### src/rtl/rx_frame_generator.sv
// ---------------------------------------------------------------------------
// rx_frame_generator
//
// Stands in for the transceiver receive outputs so that the downstream reorder
// buffer and DRAM writer can run without transceivers. Emits, on NUM_CH
// parallel lanes, a repeating stream of
//   header, timestamp, PAYLOAD_LEN counting words, ender, zero gap.
//
// Ports
//   clk_trans        : sole clock, rising edge
//   rst_n            : synchronous active-low reset
//   run_en           : start / keep generating (sampled in IDLE and at ENDER)
//   ch_en            : lane enable mask, captured at every header
//   pkt_limit        : frames per run, 0 = unlimited (captured on leaving IDLE)
//   err_inject       : pulse that arms corruption of lane 0 on the next ender
//   rx_parallel_data : lane c on bits [c*DATA_W +: DATA_W]
//   rx_sop / rx_eop  : header / ender word on the outputs
//   busy             : generator active
//   done             : one-cycle pulse with the final ender of a run
//   frame_count      : frames completed since the run started (wraps)
// ---------------------------------------------------------------------------
module rx_frame_generator #(
  parameter int          NUM_CH         = 8,
  parameter int          DATA_W         = 16,
  parameter int          PAYLOAD_LEN    = 125,
  parameter logic [15:0] HEADER_WORD    = 16'hDEAD,
  parameter logic [15:0] ENDER_WORD     = 16'hBEEF,
  parameter int          TS_INIT        = 10,
  parameter int          SHORT_GAP      = 22,
  parameter int          LONG_GAP       = 2002,
  parameter int          LONG_GAP_AFTER = 16
) (
  input  logic                     clk_trans,
  input  logic                     rst_n,
  input  logic                     run_en,
  input  logic [NUM_CH-1:0]        ch_en,
  input  logic [15:0]              pkt_limit,
  input  logic                     err_inject,
  output logic [NUM_CH*DATA_W-1:0] rx_parallel_data,
  output logic                     rx_sop,
  output logic                     rx_eop,
  output logic                     busy,
  output logic                     done,
  output logic [15:0]              frame_count
);

  localparam int HALF_W  = DATA_W / 2;
  localparam int GAP_MAX = (LONG_GAP > SHORT_GAP) ? LONG_GAP : SHORT_GAP;
  localparam int GAP_W   = $clog2(GAP_MAX + 1);

  localparam logic [HALF_W-1:0] CNT_LAST   = HALF_W'(PAYLOAD_LEN - 1);
  localparam logic [GAP_W-1:0]  SHORT_LAST = GAP_W'(SHORT_GAP - 1);
  localparam logic [GAP_W-1:0]  LONG_LAST  = GAP_W'(LONG_GAP - 1);
  localparam logic [15:0]       SAT_MAX    = 16'(LONG_GAP_AFTER);
  localparam logic [DATA_W-1:0] HDR_W      = DATA_W'(HEADER_WORD);
  localparam logic [DATA_W-1:0] END_W      = DATA_W'(ENDER_WORD);
  localparam logic [DATA_W-1:0] TS0_W      = DATA_W'(TS_INIT);

  typedef enum logic [2:0] {
    S_IDLE    = 3'd0,
    S_HEADER  = 3'd1,
    S_TS      = 3'd2,
    S_PAYLOAD = 3'd3,
    S_ENDER   = 3'd4,
    S_GAP     = 3'd5
  } state_e;

  state_e                    state_q, state_d;
  logic [DATA_W-1:0]         ts_q, ts_d;
  logic [HALF_W-1:0]         iter_q, iter_d;
  logic [HALF_W-1:0]         cnt_q, cnt_d;
  logic [GAP_W-1:0]          gap_q, gap_d;
  logic [15:0]               fc_q, fc_d;
  logic [15:0]               sat_q, sat_d;
  logic [15:0]               limit_q, limit_d;
  logic [NUM_CH-1:0]         ch_en_q, ch_en_d;
  logic                      arm_q, arm_d;
  logic [NUM_CH*DATA_W-1:0]  data_q, data_d;
  logic                      sop_q, sop_d;
  logic                      eop_q, eop_d;
  logic                      busy_q, busy_d;
  logic                      done_q, done_d;

  logic [DATA_W-1:0]         word_s;
  logic [NUM_CH-1:0]         lane_mask_s;
  logic                      corrupt_s;
  logic [15:0]               fc_inc_s;
  logic [15:0]               sat_inc_s;

  // Next-state and next-output computation for the frame sequencer.
  always_comb begin
    state_d     = state_q;
    ts_d        = ts_q;
    iter_d      = iter_q;
    cnt_d       = cnt_q;
    gap_d       = gap_q;
    fc_d        = fc_q;
    sat_d       = sat_q;
    limit_d     = limit_q;
    ch_en_d     = ch_en_q;
    arm_d       = arm_q | err_inject;
    data_d      = '0;
    sop_d       = 1'b0;
    eop_d       = 1'b0;
    done_d      = 1'b0;
    word_s      = '0;
    lane_mask_s = ch_en_q;
    corrupt_s   = 1'b0;
    // Output registers lag the state by one edge, so busy follows state_q.
    busy_d      = (state_q != S_IDLE);
    fc_inc_s    = fc_q + 16'd1;
    sat_inc_s   = (sat_q < SAT_MAX) ? (sat_q + 16'd1) : sat_q;

    case (state_q)
      S_IDLE: begin
        if (run_en) begin
          limit_d = pkt_limit;
          fc_d    = '0;
          sat_d   = '0;
          state_d = S_HEADER;
        end else begin
          state_d = S_IDLE;
        end
      end
      S_HEADER: begin
        // The newly captured mask already governs the header word itself.
        word_s      = HDR_W;
        sop_d       = 1'b1;
        ch_en_d     = ch_en;
        lane_mask_s = ch_en;
        state_d     = S_TS;
      end
      S_TS: begin
        word_s  = ts_q;
        ts_d    = ts_q + DATA_W'(1);
        state_d = S_PAYLOAD;
      end
      S_PAYLOAD: begin
        word_s = {iter_q, cnt_q};
        if (cnt_q == CNT_LAST) begin
          cnt_d   = '0;
          state_d = S_ENDER;
        end else begin
          cnt_d   = cnt_q + HALF_W'(1);
          state_d = S_PAYLOAD;
        end
      end
      S_ENDER: begin
        word_s    = END_W;
        eop_d     = 1'b1;
        corrupt_s = arm_q;
        // The old arm is consumed here; a pulse in this same cycle re-arms
        // for the following frame.
        arm_d     = err_inject;
        iter_d    = iter_q + HALF_W'(1);
        fc_d      = fc_inc_s;
        sat_d     = sat_inc_s;
        if (((limit_q != 16'd0) && (fc_inc_s == limit_q)) || !run_en) begin
          done_d  = 1'b1;
          state_d = S_IDLE;
        end else begin
          gap_d   = (sat_inc_s < SAT_MAX) ? SHORT_LAST : LONG_LAST;
          state_d = S_GAP;
        end
      end
      S_GAP: begin
        if (gap_q == '0) begin
          state_d = S_HEADER;
        end else begin
          gap_d   = gap_q - GAP_W'(1);
          state_d = S_GAP;
        end
      end
      default: begin
        state_d = S_IDLE;
      end
    endcase

    for (int c = 0; c < NUM_CH; c++) begin
      if (lane_mask_s[c]) begin
        if ((c == 0) && corrupt_s) begin
          data_d[c*DATA_W +: DATA_W] = ~word_s;
        end else begin
          data_d[c*DATA_W +: DATA_W] = word_s;
        end
      end else begin
        data_d[c*DATA_W +: DATA_W] = '0;
      end
    end
  end

  // State, counters and registered outputs with synchronous active-low reset.
  always_ff @(posedge clk_trans) begin
    if (!rst_n) begin
      state_q <= S_IDLE;
      ts_q    <= TS0_W;
      iter_q  <= '0;
      cnt_q   <= '0;
      gap_q   <= '0;
      fc_q    <= '0;
      sat_q   <= '0;
      limit_q <= '0;
      ch_en_q <= '0;
      arm_q   <= 1'b0;
      data_q  <= '0;
      sop_q   <= 1'b0;
      eop_q   <= 1'b0;
      busy_q  <= 1'b0;
      done_q  <= 1'b0;
    end else begin
      state_q <= state_d;
      ts_q    <= ts_d;
      iter_q  <= iter_d;
      cnt_q   <= cnt_d;
      gap_q   <= gap_d;
      fc_q    <= fc_d;
      sat_q   <= sat_d;
      limit_q <= limit_d;
      ch_en_q <= ch_en_d;
      arm_q   <= arm_d;
      data_q  <= data_d;
      sop_q   <= sop_d;
      eop_q   <= eop_d;
      busy_q  <= busy_d;
      done_q  <= done_d;
    end
  end

  assign rx_parallel_data = data_q;
  assign rx_sop           = sop_q;
  assign rx_eop           = eop_q;
  assign busy             = busy_q;
  assign done             = done_q;
  assign frame_count      = fc_q;

endmodule
### config.mk
export PLATFORM = sky130hd
export DESIGN_NAME = rx_frame_generator
export DESIGN_NICKNAME = d
export VERILOG_FILES = /design/src/rtl/rx_frame_generator.sv
export SDC_FILE = /design/constraint.sdc
export NUM_CORES = 1
export LEC_CHECK = 0
export CORE_ASPECT_RATIO = 1.1
export CORE_UTILIZATION = 58
export CTS_BUF_LIST = sky130_fd_sc_hd__clkbuf_4
export DETAILED_ROUTE_END_ITERATION = 16
export DONT_BUFFER_PORTS = 1
export HOLD_SLACK_MARGIN = 0.12
export PLACE_DENSITY = 0.78
export SYNTH_ARGS = -nofsm -noshare
export SYNTH_HDL_FRONTEND = slang
export SYNTH_SLANG_ARGS = --single-unit
### constraint.sdc
create_clock -name clk_trans -period 9.16 [get_ports clk_trans]
set_input_delay 2.748 -clock clk_trans [delete_from_list [all_inputs] [get_ports clk_trans]]
set_output_delay 2.748 -clock clk_trans [all_outputs]
set_load 0.01 [all_outputs]
==> results.yml <==
place:
  place_area_um2: 8480
  gp_congestion: 0.844
  hpwl_mm: 12.7
  io_buffers: 0
synth:
  synth_nets: 966
  synth-xor-area-share: 0.0490
  synth_top_family_by_area: "simple AND/OR/NAND/NOR gates"
  syn_inst: 931
  synth_area_um2: 8390
  synth_area_leaders: "dfxtp_1 56%, nor2_1 9.7%, nand2_1 3.9%, a21oi_1 3.8%, xor2_1 2.5%"
  synthMuxAreaShare: 0.0158
  synthAdderAreaFrac: 0.0104
  ys.warnings.count: 0
  synth_top_cell_by_area: "dfxtp_1"
  synth_edf_count: 0
  synth_area_per_cell_um2: 9.02
  synth_seq_area_share: 0.561
  synth_top_area_frac: 0.561
  synth_compound_area_frac: 0.102
  synth_seq_cells: 235
  yosys.cell_types.count: 61
  synth-simple-area-share: 0.232
  synth-async-reset-ratio: 0
  synth_ff_type: "dfxtp_1"
sta:
  period_needed_ps: 4000
  finalMaxSlewViolations: 0
  rsz0062_at_grt: "no"
  fin_skew_ps: 46.9
  fin_crit_sh: 0.437
  tightest_slew_ps: 914
  final.setup.tns_ps: 0
  setup_viol: 0
  timing.slew.headroom: 0.390
  hold_violations: 0
  fmax_mhz: 250
final_layout:
  drive_above_1_share: 0.118
  stdcell_area_um2: 9150
  final_nets: 980
  areaGrowthSynthToFinish_pct: 9.00
  multiInputGateArea_um2: 3430
  layout_common_cells: "235 x dfxtp_1, 216 x nor2_1, 87 x nand2_1"
  mostFrequentLayoutCell: "dfxtp_1"
  fillers: 1184
  regArea_um2: 4700
route:
  routedWlPerCell_um: 16.1
  route.met2.wl_mm: 9.19
  routed.top_layer: "met4"
  post_drt_via_cell_ratio: 5.57
  drt_iter0_drc: 419
  num_vias: 6527
  met3WireLength_mm: 1.66
  ant_nets: 0
  m1WireLength_mm: 7.67
  drtPass1Iterations: 5
  routed_wl_mm: 18.9
  drc: 0
power_and_ir_drop:
  p_int_w: 0.00148
  p_leak_nw: 3.53
  pwr_density_cell_nw_per_um2: 214
  comb_power_share: 0.056
  p_seq_frac: 0.546
  p_clk_frac: 0.398
  p_sw_frac: 0.245
  p_switching_w: 0.000479
  irDropWorstVdd_v: 0.0000956
floorplanning:
  fp-row-count: 45
  ios: 176
  die_area_um2: 15000
  start_util: 0.601
  dieWidth_um: 117
  core_um2: 14000
  fp.dieH_um: 128
clocking:
  cts_buffer_depth: 3
  numCtsBuffers: 54
  clkTransAtPathRegs_ps: 70
  cts-resized-gates: 0
  postCtsSetupBuffers: 0
  clk_latency_ps: 650
  cts_tree: "done"
  cts-root-buf: "clkbuf_4"
  clock-sinks: 235
  cts_max_level: 2
  cts_hold_buf: 0
global_route:
  grt_usage: 0.252
  antenna_found_initial: 1
  overflow: 0
  grt_pass1_wl_mm: 29.9
  first_global_vias: 6226
  grt_start_max_net_pins: 46
critical_path:
  critPathLaunchType: "flop"
  path_class: "flop to output port"
  crit_required_ps: 6410
  crit_fanout: 11
  critPathCaptureType: "output port"
  arrival_ps: 1250
run:
  max_cap_violations: 0
outcome:
  outcome: "completed"
min_path:
  hp-class: "flop to flop"
-- cells in the mapped netlist (2+ instances only) --
master / number
a22oi_1: 15
mux2i_1: 2
a41oi_1: 3
a31oi_1: 4
o21a_1: 4
mux2_2: 10
dfxtp_1: 235
nand3_1: 23
ha_1: 7
nand4_1: 14
nand2b_1: 5
o31ai_1: 4
xor2_1: 24
a21o_1: 2
inv_1: 18
a31o_2: 2
buf_2: 5
nand3b_1: 2
o21ai_0: 27
and2_1: 3
nor3_1: 14
or3_1: 11
nand4_4: 2
a21oi_1: 63
or4_1: 3
and3_1: 19
buf_1: 7
a311oi_1: 2
xnor2_1: 23
nor2_1: 216
nand2_1: 87
nor4_2: 2
clkbuf_1: 35
nor4_1: 11
-- cell families (layout without fill, tap and decap cells) --
logic type               count (synthesis)  in the layout
AND/OR/NAND/NOR                        425            425
AO/OA/AOI/OAI                          139            139
adder cells (fa/ha/maj)                  7              7
multiplexers                            12             12
buffers and inverters                   66            118
other                                    0              1
flip-flops                             235            235
XOR/XNOR                                47             47
-- stage by stage --
| stage | hold slack [ps] | utilization | power (W) | setup WS (ps) | std cells |
|---|---|---|---|---|---|
| 2_1_floorplan | 441 | - | 0.00117 | 5510 | 931 |
| 3_3_place_gp | 449 | 0.608 | 0.00120 | 5170 | 1077 |
| 3_5_place_dp | 468 | 0.608 | 0.00120 | 5170 | 1077 |
| 5_1_grt | 489 | 0.655 | 0.00205 | 5060 | 1172 |
| 6_report | 476 | 0.655 | 0.00196 | 5160 | 1172 |
| 4_1_cts | 478 | 0.655 | 0.00197 | 5110 | 1171 |
-- final timing paths --
kind / from / to / slack [ps] / cells past startpoint
hold reg to reg: gap_q[8] / gap_q[8] / 480 / 2
setup reg to reg: frame_count[0] / state_q[2] / 5710 / 8
setup / recovery: frame_count[11] / frame_count[11] / 5160 / 0
hold / removal: gap_q[8] / gap_q[8] / 480 / 2
-- sequential cells by signal, summed over array words and instances, names as in the netlist --
| name | cells |
|---|---|
| frame_count | 16 |
| ch_en_q | 8 |
| state_q | 3 |
| sat_q | 16 |
| ts_q | 16 |
| rx_sop | 1 |
| arm_q | 1 |
| limit_q | 16 |
| rx_parallel_data | 128 |
| iter_q | 8 |
| gap_q | 11 |
| busy | 1 |
| done | 1 |
| cnt_q | 8 |
| rx_eop | 1 |
-- layer usage --
metal,vias to the layer above,global-route usage
met2,257,0.431
met3,32,0.0757
met1,3039,0.289
li1,3199,-
met5,-,0
met4,0,0.109
-- cell type report --
type | instances | share of cell area
Clock inverter | 14 | 0.00684
Multi-Input combinational cell | 630 | 0.375
Antenna cell | 1 | 0.000274
Clock buffer | 80 | 0.0656
Tap cell | 188 | 0.0257
Sequential cell | 235 | 0.514
Timing Repair Buffer | 5 | 0.00410
Inverter | 19 | 0.00780
-- worst register-to-register path, cell delays in order, from the launching register on --
cell	delay [ps]
dfxtp_1	600
ha_1	400
nand3_2	190
xnor2_1	200
or3b_2	480
a221o_1	410
or4_1	710
nand2_2	210
a221oi_1	100
-- power by group through the flow --
| stage | sequential, W | combinational, W | clock (W) |
|---|---|---|---|
| after floorplan | 0.00108 | 0.0000879 | 0 |
| after global placement | 0.00109 | 0.000108 | 0 |
| after detailed placement | 0.00109 | 0.000110 | 0 |
| after CTS | 0.00107 | 0.000111 | 0.000795 |
| after global routing | 0.00107 | 0.000123 | 0.000858 |
| final | 0.00107 | 0.000110 | 0.000778 |
(Power assumes the default switching activity.)
